<file path="src/rtl/program_loader.sv">
// Byte-stream program loader: receives a framed, XOR-checksummed instruction image,
// buffers it, and writes it into the core's program port while holding the core in reset.
module program_loader #(
    parameter int unsigned ADDR_WIDTH = 8,
    parameter int unsigned MAX_INSTR  = 32,
    localparam int unsigned CMD_WIDTH = 4 + ADDR_WIDTH
) (
    input  logic                 clk,
    input  logic                 reset,
    input  logic                 in_valid,
    input  logic [7:0]           in_data,
    output logic                 in_ready,
    output logic                 program_write,
    output logic [CMD_WIDTH-1:0] program_cmd,
    output logic                 core_reset,
    output logic                 loaded,
    output logic                 error
);

    localparam int unsigned B     = (CMD_WIDTH + 7) / 8;
    localparam int unsigned BCW   = (B > 1) ? $clog2(B) : 1;
    localparam int unsigned IW    = (MAX_INSTR > 1) ? $clog2(MAX_INSTR) : 1;
    localparam int unsigned AW    = (B > 1) ? (B - 1) * 8 : 1;
    localparam int unsigned LASTW = CMD_WIDTH - (B - 1) * 8;

    localparam logic [7:0] SYNC_BYTE = 8'hA5;

    localparam logic [2:0] S_IDLE  = 3'd0;
    localparam logic [2:0] S_COUNT = 3'd1;
    localparam logic [2:0] S_DATA  = 3'd2;
    localparam logic [2:0] S_CSUM  = 3'd3;
    localparam logic [2:0] S_CLEAR = 3'd4;
    localparam logic [2:0] S_FLUSH = 3'd5;

    logic [2:0]           state_q, state_d;
    logic [7:0]           n_q, n_d;
    logic [7:0]           idx_q, idx_d;
    logic [7:0]           f_q, f_d;
    logic [BCW-1:0]       byte_q, byte_d;
    logic [AW-1:0]        asm_q, asm_d;
    logic [7:0]           csum_q, csum_d;
    logic                 in_ready_q;
    logic                 pw_q, pw_d;
    logic [CMD_WIDTH-1:0] cmd_q, cmd_d;
    logic                 core_reset_q;
    logic                 loaded_q;
    logic                 error_q, error_d;
    logic                 clear_loaded, set_loaded;
    logic                 wr_en;
    logic                 accept;
    logic [CMD_WIDTH-1:0] word;

    logic [CMD_WIDTH-1:0] mem_q [MAX_INSTR];

    assign accept = in_valid && in_ready_q;

    // The final byte of an instruction completes the word directly from the input bus,
    // so the buffer write happens in the same cycle that byte is accepted.
    generate
        if (B > 1) begin : g_multi
            assign word = {in_data[LASTW-1:0], asm_q[(B-1)*8-1:0]};
        end else begin : g_single
            assign word = in_data[CMD_WIDTH-1:0];
        end
    endgenerate

    always_comb begin
        state_d      = state_q;
        n_d          = n_q;
        idx_d        = idx_q;
        f_d          = f_q;
        byte_d       = byte_q;
        asm_d        = asm_q;
        csum_d       = csum_q;
        pw_d         = 1'b0;
        cmd_d        = '0;
        error_d      = 1'b0;
        clear_loaded = 1'b0;
        set_loaded   = 1'b0;
        wr_en        = 1'b0;

        case (state_q)
            S_IDLE: begin
                if (accept && in_data == SYNC_BYTE) begin
                    state_d      = S_COUNT;
                    clear_loaded = 1'b1;
                end
            end
            S_COUNT: begin
                if (accept) begin
                    if (in_data == 8'd0 || 32'(in_data) > MAX_INSTR) begin
                        error_d = 1'b1;
                        state_d = S_IDLE;
                    end else begin
                        n_d     = in_data;
                        csum_d  = in_data;
                        idx_d   = '0;
                        byte_d  = '0;
                        state_d = S_DATA;
                    end
                end
            end
            S_DATA: begin
                if (accept) begin
                    csum_d = csum_q ^ in_data;
                    if (byte_q == BCW'(B - 1)) begin
                        wr_en  = 1'b1;
                        byte_d = '0;
                        idx_d  = idx_q + 8'd1;
                        if (idx_q == n_q - 8'd1) begin
                            state_d = S_CSUM;
                        end
                    end else begin
                        asm_d[8*int'(byte_q) +: 8] = in_data;
                        byte_d = byte_q + BCW'(1);
                    end
                end
            end
            S_CSUM: begin
                if (accept) begin
                    if (in_data == csum_q) begin
                        state_d = S_CLEAR;
                    end else begin
                        error_d = 1'b1;
                        state_d = S_IDLE;
                    end
                end
            end
            S_CLEAR: begin
                // Entry 0 is staged here so writes land on consecutive FLUSH cycles.
                pw_d    = 1'b1;
                cmd_d   = mem_q[0];
                f_d     = 8'd1;
                state_d = S_FLUSH;
            end
            S_FLUSH: begin
                if (f_q == n_q) begin
                    set_loaded = 1'b1;
                    state_d    = S_IDLE;
                end else begin
                    pw_d  = 1'b1;
                    cmd_d = mem_q[f_q[IW-1:0]];
                    f_d   = f_q + 8'd1;
                end
            end
            default: begin
                state_d = S_IDLE;
            end
        endcase
    end

    always_ff @(posedge clk or negedge reset) begin
        if (!reset) begin
            state_q      <= S_IDLE;
            n_q          <= '0;
            idx_q        <= '0;
            f_q          <= '0;
            byte_q       <= '0;
            asm_q        <= '0;
            csum_q       <= '0;
            in_ready_q   <= 1'b0;
            pw_q         <= 1'b0;
            cmd_q        <= '0;
            core_reset_q <= 1'b0;
            loaded_q     <= 1'b0;
            error_q      <= 1'b0;
        end else begin
            state_q      <= state_d;
            n_q          <= n_d;
            idx_q        <= idx_d;
            f_q          <= f_d;
            byte_q       <= byte_d;
            asm_q        <= asm_d;
            csum_q       <= csum_d;
            in_ready_q   <= (state_d == S_IDLE) || (state_d == S_COUNT) ||
                            (state_d == S_DATA) || (state_d == S_CSUM);
            pw_q         <= pw_d;
            cmd_q        <= cmd_d;
            core_reset_q <= (state_d == S_CLEAR) || (state_d == S_FLUSH);
            error_q      <= error_d;
            if (set_loaded) begin
                loaded_q <= 1'b1;
            end else if (clear_loaded) begin
                loaded_q <= 1'b0;
            end
        end
    end

    always_ff @(posedge clk) begin
        if (wr_en) begin
            mem_q[idx_q[IW-1:0]] <= word;
        end
    end

    assign in_ready      = in_ready_q;
    assign program_write = pw_q;
    assign program_cmd   = cmd_q;
    assign core_reset    = core_reset_q;
    assign loaded        = loaded_q;
    assign error         = error_q;

endmodule

</file>
<file path="config.mk">
export PLATFORM = sky130hd
export DESIGN_NAME = program_loader
export DESIGN_NICKNAME = d
export VERILOG_FILES = /design/src/rtl/program_loader.sv
export SDC_FILE = /design/constraint.sdc
export NUM_CORES = 1
export LEC_CHECK = 0
export ABC_AREA = 1
export CORE_MARGIN = 5
export CORE_UTILIZATION = 30
export CTS_CLUSTER_DIAMETER = 30
export DETAILED_ROUTE_END_ITERATION = 6
export GPL_ROUTABILITY_DRIVEN = 0
export SLEW_MARGIN = 20
export SYNTH_ARGS = -nofsm -noshare
export SYNTH_HDL_FRONTEND = slang
export SYNTH_SLANG_ARGS = --single-unit
</file>
<file path="constraint.sdc">
create_clock -name clk -period 2.7 [get_ports clk]
set_clock_uncertainty 0.05 [all_clocks]
set_input_delay 0.675 -clock clk [delete_from_list [all_inputs] [get_ports clk]]
set_output_delay 0.675 -clock clk [all_outputs]
set_load 0.02 [all_outputs]
</file>
==> results of run 1 <==
## where the power goes
part,switching [uW],internal [uW],leakage [uW]
combinational,166,70.8,0.00346
clock,3610,7370,0.00146
sequential,33.0,7470,0.00381
## layer usage
| metal | global-route usage | part of all wire | up-vias |
|---|---|---|---|
| li1 | - | - | 6158 |
| met1 | 0.207 | 0.43 | 6540 |
| met2 | 0.243 | 0.46 | 597 |
| met3 | 0.0331 | 0.080 | 105 |
| met4 | 0.0512 | 0.029 | 0 |
| met5 | 0 | 0 | - |
## cell usage in the layout (no fill, tap or decap), drive strengths merged, types with 13 or more instances in the layout
master | synthesis | routed
clkinv | 0 | 31
edfxtp | 384 | 384
nand3 | 388 | 388
nand2 | 579 | 579
bufinv | 0 | 13
xor2 | 16 | 16
clkdlybuf4s50 | 0 | 25
dfrtp | 61 | 61
nor2 | 62 | 62
inv | 48 | 54
buf | 82 | 85
clkbuf | 12 | 104
o21ai | 28 | 28
## final timing paths
| check | start | end | cells after the start |
|---|---|---|---|
| worst max-delay path | in_ready | in_ready | 1 |
| max in group asynchronous | reset | asm_q[3] | 2 |
| worst max register to register | f_q[0] | program_cmd[7] | 10 |
| worst min-delay path | reset | program_cmd[3] | 2 |
| min in group clk | loaded | loaded | 2 |
| worst min register to register | loaded | loaded | 2 |
## logic make-up after synthesis
family                   count (synthesis)  synth area share
AND/OR/NAND/NOR                       1049             0.241
flip-flops                             445             0.689
buffers and inverters                  142            0.0423
AO/OA/AOI/OAI                           40            0.0121
XOR/XNOR                                24            0.0118
adder cells (fa/ha/maj)                  6           0.00396
## metrics by stage
stage / hold slack (ns) / worst slack [ns] / instance area (sq um) / cells
6_report: 0.0348 / 0.407 / 23500 / 2732
3_3_place_gp: 0.438 / 0.135 / 20400 / 2568
5_1_grt: 0.0572 / 0.352 / 23500 / 2732
4_1_cts: 0.0287 / 0.375 / 23500 / 2732
3_5_place_dp: 0.448 / 0.108 / 20400 / 2568
2_1_floorplan: 0.329 / 0.303 / 18900 / 1706
## state kept, by name, summed over array words and instances, names as in the netlist
register       cells
mem_q            384
program_cmd       12
asm_q              8
csum_q             8
f_q                8
idx_q              8
n_q                8
state_q            3
byte_q             1
core_reset         1
error              1
in_ready           1
loaded             1
program_write      1
## cell type report
| type | instances | area share |
|---|---|---|
| Tap cell | 846 | 0.0451 |
| Sequential cell | 445 | 0.556 |
| Multi-Input combinational cell | 1119 | 0.217 |
| Clock buffer | 104 | 0.0981 |
| Inverter | 48 | 0.00799 |
| Clock inverter | 60 | 0.0322 |
| Timing Repair Buffer | 110 | 0.0435 |
==> metrics.yaml, run 1 <==
yosys:
  synth_seq_cells: 445
  syn_area_sq_mm: 0.0189
  synth_ff_type: "edfxtp_1"
  yosysMostFrequentCell: "nand2_1"
  yosysTopAreaCell: "edfxtp_1"
  synthTopCellsByCount: "nand2_1 (573), nand3_1 (386), edfxtp_1 (384)"
  netlist_top_cells_area: "edfxtp_1 (61%), nand2_1 (11%), nand3_1 (10%)"
  syn-instance-count: 1706
  syn-num-nets: 1723
  synth-async-reset-ratio: 0.137
  synth_cell_type_count: 35
  ys_warn_count: 0
  syn-mean-instance-area_sq_um: 11.1
  synth_top_cell_area_share: 0.609
  synth_enable_flop_cells: 384
  yosysSeqAreaShare: 0.689
critical_path:
  crit_buf_inv: 1
  cp_max_fo: 2
  worst_setup_path_end_kind: "output pin"
  crit_family: "buffers and inverters"
  criticalPathCategory: "reg -> out"
  slowest_stage: "clkdlybuf4s50_1"
  worstPathCellList: "clkdlybuf4s50_1"
  slowest_delay_ns: 0.62
  ff2ff_setup_slack_ns: 0.51
  required_ns: 1.98
  critPathLaunchType: "flip-flop"
  crit_arrival_ns: 1.57
timing:
  fin_crit_sh: 0.849
  finalSetupTns_ns: 0
  worst_slew_pin_slew_ns: 0.946
  rsz0062_at_grt: "no"
  relSlewSlack: 0.370
  period_needed_ns: 2.29
  setup_viol: 0
  fmax_ghz: 0.436
  finalHoldViolations: 0
  slew_viol_final: 0
global_routing:
  antenna_found_initial: 2
  grt_pass1_wl_um: 79400
  grt_overflow_total: 0
  grt_max_degree: 146
  grt_pass1_vias: 13200
  grt_use_total: 0.152
floorplanning:
  initial_core_util: 0.302
  die_y_um: 261
  die_w_um: 261
  num_rows: 92
  coreArea_sq_mm: 0.0629
  die_area_sq_mm: 0.0683
  ios: 28
placement:
  port_buffers: 27
  hpwlAfterDp_um: 32500
clocking:
  hold_buffers: 0
  cts_tree: "built"
  cts_buffers: 90
  path_clk_slew_ns: 0.04
  clock-sinks: 445
  clockRootBuffer: "clkbuf_16"
  clock_latency_ns: 0.60
  ctsResizeCount: 0
  htreeDepth: 3
  cts.path.max_buffers: 3
  cts_setup_buffers: 0
pwr:
  power_uw: 18700
  vdd_drop_max_mv: 0.551
  power.leakage_uw: 0.00873
  powerDensity_mw_per_mm2: 797
detailed_routing:
  vias: 13400
  drt_iter0_drc: 1337
  wire_per_inst_um: 19.1
  drcViolationCount: 0
  vias_per_cell: 4.90
  first_pass_iters: 5
  detail-route-antenna-nets: 0
  drt_wl_total_um: 52300
run_status:
  outcome: "complete, no violations"
cells_and_area:
  register_area_sq_mm: 0.0131
  fin_util: 0.374
  nNetsFinal: 1831
  synthToLayoutAreaGrowth_pct: 23.9
  multi_input_area_sq_mm: 0.00509
  drive_gt1_frac: 0.138
  antenna_cells: 0
  n_fill_cell: 6136
job:
  cap_viol_max_count: 0
worst_hold_path:
  hold_path_class: "in -> async"
Note: power is estimated with default switching activity, not from simulation.
==> inputs of run 2 (changes only) <==
==> constraint.sdc (replaced) <==
create_clock -name clk -period 1.97 [get_ports clk]
set_clock_uncertainty 0.05 [all_clocks]
set_input_delay 0.4925 -clock clk [delete_from_list [all_inputs] [get_ports clk]]
set_output_delay 0.4925 -clock clk [all_outputs]
set_load 0.02 [all_outputs]
==> run 2 against run 1 <==
Non-clock buffer count up 58. Flip-flop and latch count unchanged. The run now ends with negative setup slack left. Sequential share of layout area fell by 4.0 points. Sequential power up 37%. Critical path depth is 10 higher.
==> metrics.yaml, run 2 (synthesis results as in run 1) <==
run_status:
  outcome: "finished, violations left"
  violations: "negative setup slack"
critical_path:
  criticalPathCategory: "reg -> reg"
  worst_setup_path_end_kind: "flip-flop"
  crit_arrival_ns: 2.48  # +0.91 ns
  cp-startpoint: "f_q[0]"
  cp_max_fo: 28  # +26
  worstSetupEndpoint: "program_cmd[1]"
  required_ns: 2.48  # +0.50 ns
  r2r-end: "program_cmd[1]"
  r2r-start: "f_q[0]"
  reg2regPathDepth: 11  # +1
  critPathLaunchType: "flip-flop"
  path_depth: 11  # +10
  worstPathCellList: "inv_12, buf_12, buf_12, nand2_1, nand3_1, nand3_1, nand3_2, nand2_1, nand2_1, nand3_1, nand2_2"
  slowest_delay_ns: 0.57  # -0.05 ns
  crit_family: "simple AND/OR/NAND/NOR gates"
  slowest_stage: "dfrtp_4"
  ff2ff_setup_slack_ns: -0.003  # -0.51 ns
  crit_buf_inv: 3  # +2
timing:
  relSlewSlack: 0.605  # +0.236
  fmax_ghz: 0.507
  period_needed_ns: 1.97
  hold_slack_ns: 0.268  # +0.234 ns
  setup_viol: 1  # +1
  setup_ws_ns: -0.00295  # -0.410 ns
  rsz0062_at_grt: "yes"
  finalSetupTns_ns: -0.00295  # -0.00295 ns
  slew_viol_final: 0  # unchanged
  worst_slew_pin_slew_ns: 0.592  # -0.353 ns
  fin_crit_sh: 1.00
  finalHoldViolations: 0  # unchanged
global_routing:
  grt-busiest-layer: "met2"
  grt_pass1_wl_um: 80500  # +1.4%
  gr-usage-met1: 0.208  # +0.000924
  grt_overflow_total: 0  # unchanged
  grt_use_met2: 0.248  # +0.00535
  met3_usage: 0.0339  # +0.000868
  grt_pass1_vias: 13400  # +2.2%
  grt_use_total: 0.156  # +0.00391
  grt_max_degree: 62  # -58%
  antenna_found_initial: 1  # -1
floorplanning:
  die_y_um: 261  # unchanged
  num_rows: 92  # unchanged
  coreArea_sq_mm: 0.0629  # unchanged
  ios: 28  # unchanged
  initial_core_util: 0.302  # unchanged
  die_w_um: 261  # unchanged
  die_area_sq_mm: 0.0683  # unchanged
clocking:
  path_clk_slew_ns: 0.05  # about the same
  cts_tree: "built"
  clock-sinks: 445  # unchanged
  cts.path.max_buffers: 3  # unchanged
  clockRootBuffer: "clkbuf_16"
  clock_latency_ns: 0.64  # +0.04 ns
  htreeDepth: 3  # unchanged
  cts_buffers: 91  # +1.1%
job:
  cap_viol_max_count: 0  # unchanged
pwr:
  vdd_drop_max_mv: 0.688  # +25%
  powerDensity_mw_per_mm2: 1040  # +31%
  power.leakage_uw: 0.00939  # +7.5%
  power_uw: 26300  # +41%
detailed_routing:
  wire_per_inst_um: 19.9  # +4.3%
  vias: 13700  # +2.2%
  first_pass_iters: 7  # +2
  vias_per_cell: 4.90  # -0.16%
  drt_wl_total_um: 55800  # +6.7%
  drt_iter0_drc: 1569  # +17%
  drcViolationCount: 0  # unchanged
  detail-route-antenna-nets: 0  # unchanged
worst_hold_path:
  hold_path_class: "in -> reg"
  holdPathStages: 3
cells_and_area:
  antenna_cells: 0  # unchanged
  final_area_sq_mm: 0.0253  # +7.7%
  nNetsFinal: 1890  # +3.2%
  register_area_sq_mm: 0.0131  # unchanged
  synthToLayoutAreaGrowth_pct: 33.5
  n_fill_cell: 5900  # -3.8%
  final_common_cell: "nand2_1"
  drive_gt1_frac: 0.216  # +0.0774
  layout_common_cells: "nand2_1 (550), edfxtp_1 (384), nand3_1 (359)"
  multi_input_area_sq_mm: 0.00559  # +9.8%
  largest_reg_flops: 384  # unchanged
placement:
  placed_cell_area_sq_mm: 0.0216  # +5.7%
  port_buffers: 27  # unchanged
  hpwlAfterDp_um: 33200  # +2.1%
-- run 2: how the worst min path moves through the flow --
stage | endpoint | from | slack (ns)
floorplan | asm_q[0] | reset | 0.15
detailed placement | loaded | loaded | 0.44
finish | asm_q[0] | in_data[0] | 0.27
global placement | asm_q[2] | asm_q[2] | 0.42
CTS | asm_q[0] | in_data[0] | 0.24
global route | n_q[0] | in_data[0] | 0.27
-- run 2: where the power goes --
group,switching [uW],internal [uW],leakage [uW],total (uW)
Clock,5370,10300,0.00152,15700
Combinational,258,126,0.00405,383
Sequential,38.2,10200,0.00382,10300
-- run 2: layout make-up --
class | instances | share of cell area
well taps | 846 | 0.0418
repair buffers | 168 | 0.0863
multi-input cells | 1119 | 0.221
inverters | 48 | 0.00781
flip-flops and latches | 445 | 0.517
clock inverters | 71 | 0.0340
clock buffers | 100 | 0.0926
-- run 2: layer usage --
metal,vias to the layer above,share of wire
li1,6301,-
met1,6676,0.42
met2,601,0.47
met3,119,0.077
met4,0,0.033
met5,-,0
-- run 2: timing repair --
item | CTS | global route
endpoints found under the setup margin | 35 | 15
resized for setup | 22 | 53
pin swaps | 0 | 6
gates cloned | 0 | 7
hold buffers | 1 | 0
endpoints found under the hold margin | 61 | 0
buffers inserted | 0 | 12
-- run 2: worst min-delay path, stage by stage --
cell and delay (ns):
buf_2 0.18, inv_2 0.13, o21ai_1 0.08
-- run 2: per-stage QoR --
step                setup slack, ns  instances   util
floorplan                    0.0272       1706      -
global placement             -0.327       2607  0.344
detailed placement           -0.333       2607  0.344
CTS                         0.00295       2779  0.394
global route                -0.0338       2797  0.403
finish                     -0.00295       2797  0.403
==> inputs of run 3 (changes only) <==
--- a/config.mk
+++ b/config.mk
@@ -6,9 +6,10 @@
 export NUM_CORES = 1
 export LEC_CHECK = 0
 export ABC_AREA = 1
-export CORE_MARGIN = 5
+export CORE_MARGIN = 3
 export CORE_UTILIZATION = 30
 export CTS_CLUSTER_DIAMETER = 30
+export CTS_CLUSTER_SIZE = 16
 export DETAILED_ROUTE_END_ITERATION = 6
 export GPL_ROUTABILITY_DRIVEN = 0
 export SLEW_MARGIN = 20
==> run 3 against run 2 <==
The run still ends with negative setup slack left. Highest routed layer unchanged. Count of clock-buffer cells in the layout is 5 higher. Critical path type unchanged. Global-route usage is 0.60 points higher. Die area is 3.0% lower.
==> metrics.yaml, run 3 (synthesis results as in run 1) <==
critical_path:
  worstPathCellList: "buf_4, buf_12, nand2_1, nand3_1, nand3_1, nand3_1, nand2_2, nand2_1, nand3_1, nand2_2"
  cp_max_fo: 59  # +110%
  worst_setup_path_end_kind: "flip-flop"
  required_ns: 2.39  # -0.09 ns
  slowest_delay_ns: 0.56  # about the same
  cp_common_cell: "nand3_1"
  critPathLaunchType: "flip-flop"
  slowest_stage: "dfrtp_4"
  crit_arrival_ns: 2.42  # -0.06 ns
  criticalPathCategory: "reg -> reg"
timing:
  period_needed_ns: 2.00  # +0.0273 ns
  rsz0062_at_grt: "yes"
  hold_slack_ns: 0.428  # +0.159 ns
  worst_slew_pin_slew_ns: 0.743  # +0.151 ns
  fin_crit_sh: 1.02  # +0.0139
  slew_viol_final: 0  # unchanged
  setup_viol: 3  # +2
  finalHoldViolations: 0  # unchanged
  setup_ws_ns: -0.0303  # -0.0273 ns
  fmax_ghz: 0.500  # -1.4%
  relSlewSlack: 0.505  # -0.100
run_status:
  violations: "negative setup slack"
  outcome: "finished, violations left"
placement:
  hpwlAfterDp_um: 32900  # -0.84%
  dp_cells: 2598  # -0.35%
  port_buffers: 27  # unchanged
global_routing:
  grt_pass1_vias: 13500  # +0.70%
  grt_max_degree: 60  # -3.2%
  antenna_found_initial: 3  # +2
  grt_pass1_wl_um: 81200  # +0.85%
  grt_overflow_total: 0  # unchanged
  grt_use_total: 0.162  # +0.00603
cells_and_area:
  final_common_cell: "nand2_1"
  final_cells: 2790  # -0.25%
  largest_reg_flops: 384  # unchanged
  antenna_cells: 0  # unchanged
  synthToLayoutAreaGrowth_pct: 34.2
  drive_gt1_frac: 0.227  # +0.0116
  nNetsFinal: 1888  # -0.11%
  layout_common_cells: "nand2_1 (545), edfxtp_1 (384), nand3_1 (335)"
pwr:
  p_seq_frac: 0.381  # -0.009
  vdd_drop_max_mv: 0.806  # +17%
  p_comb_frac: 0.015  # about the same
  powerDensity_mw_per_mm2: 1060  # +1.9%
  power_frac_clock: 0.605  # +0.009
  power.leakage_uw: 0.00955  # +1.8%
  sw_frac_of_total: 0.209  # -0.00565
  p_int_uw: 21300  # +3.1%
  power.switching_uw: 5650  # -0.28%
detailed_routing:
  wire_per_inst_um: 19.5  # -2.2%
  drt_wl_total_um: 54400  # -2.4%
  first_pass_iters: 6  # -1
  detail-route-antenna-nets: 0  # unchanged
  vias_per_cell: 4.91  # +0.20%
  vias: 13700  # -0.051%
  drcViolationCount: 0  # unchanged
  drt_iter0_drc: 1610  # +2.6%
job:
  cap_viol_max_count: 0  # unchanged
floorplanning:
  initial_core_util: 0.305  # +0.00387
  ios: 28  # unchanged
  die_y_um: 257  # -1.5%
  die_w_um: 257  # -1.5%
  coreArea_sq_mm: 0.0621  # -1.3%
  die_area_sq_mm: 0.0662  # -3.0%
  num_rows: 91  # -1.1%
clocking:
  clockRootBuffer: "clkbuf_16"
  htreeDepth: 3  # unchanged
  cts_buffers: 96  # +5.5%
  path_clk_slew_ns: 0.05  # about the same
  clock-sinks: 445  # unchanged
  cts_tree: "built"
  cts.path.max_buffers: 3  # unchanged
  clock_latency_ns: 0.62  # -0.02 ns
worst_hold_path:
  hold_path_class: "in -> async"
-- run 3: what timing repair did --
item | in CTS | in global routing
hold buffers | 1 | 0
pin swaps | 4 | 18
endpoints found under the hold margin | 21 | 0
cloned | 4 | 1
setup buffers | 3 | 3
endpoints found under the setup margin | 29 | 23
resized for setup | 36 | 69
-- run 3: layout make-up --
| type | instances | area, sq um |
|---|---|---|
| clock inverter | 75 | 880 |
| timing repair buffer | 161 | 2050 |
| fill | 5707 | 36600 |
| inverter | 48 | 198 |
| clock buffer | 105 | 2460 |
| sequential | 445 | 13100 |
| tap | 837 | 1050 |
| multi-input combinational | 1119 | 5740 |
-- run 3: stage by stage --
step / worst slack (ns) / instance area (sq um) / setup TNS, ns / util / total power, uW
floorplan: 0.0272 / 19300 / 0 / - / 10600
global placement: -0.328 / 21500 / -121.02 / 0.347 / 10800
detailed placement: -0.355 / 21500 / -128.12 / 0.347 / 10800
CTS: -0.0222 / 25100 / -0.0270 / 0.404 / 27200
global route: -0.0975 / 25400 / -0.685 / 0.410 / 27700
finish: -0.0303 / 25400 / -0.0713 / 0.410 / 27000
-- run 3: routing by layer --
metal,routed length [um],vias up,track usage
met5,0,-,0
met4,1510,0,0.0528
met3,4510,113,0.0402
met2,26100,592,0.265
met1,22300,6677,0.212
li1,-,6308,-
-- run 3: path summary, 6_finish.rpt --
kind                              from              end  slack (ns)  depth (start not counted)
worst max-delay path            f_q[0]  program_cmd[11]       -0.03                         10
worst min-delay path             reset       core_reset        0.43                          2
worst max register to register  f_q[0]  program_cmd[11]       -0.03                         10
worst min register to register  loaded           loaded        0.43                          2
max in group asynchronous        reset   program_cmd[1]        0.69                          3
min in group clk                loaded           loaded        0.43                          2
-- run 3: worst max-delay path: cells and delay by family (launching register included) --
family | cells | cell delay [ns]
simple gates | 8 | 0.87
flops | 1 | 0.56
buf+inv | 2 | 0.34
-- run 3: power groups by stage --
stage / Clock, uW / Sequential (uW) / Combinational [uW]
after global placement: 0 / 10400 / 389
after floorplan: 0 / 10400 / 135
final: 16300 / 10300 / 396
after global routing: 17000 / 10300 / 429
after detailed placement: 0 / 10400 / 397
after CTS: 16500 / 10300 / 401
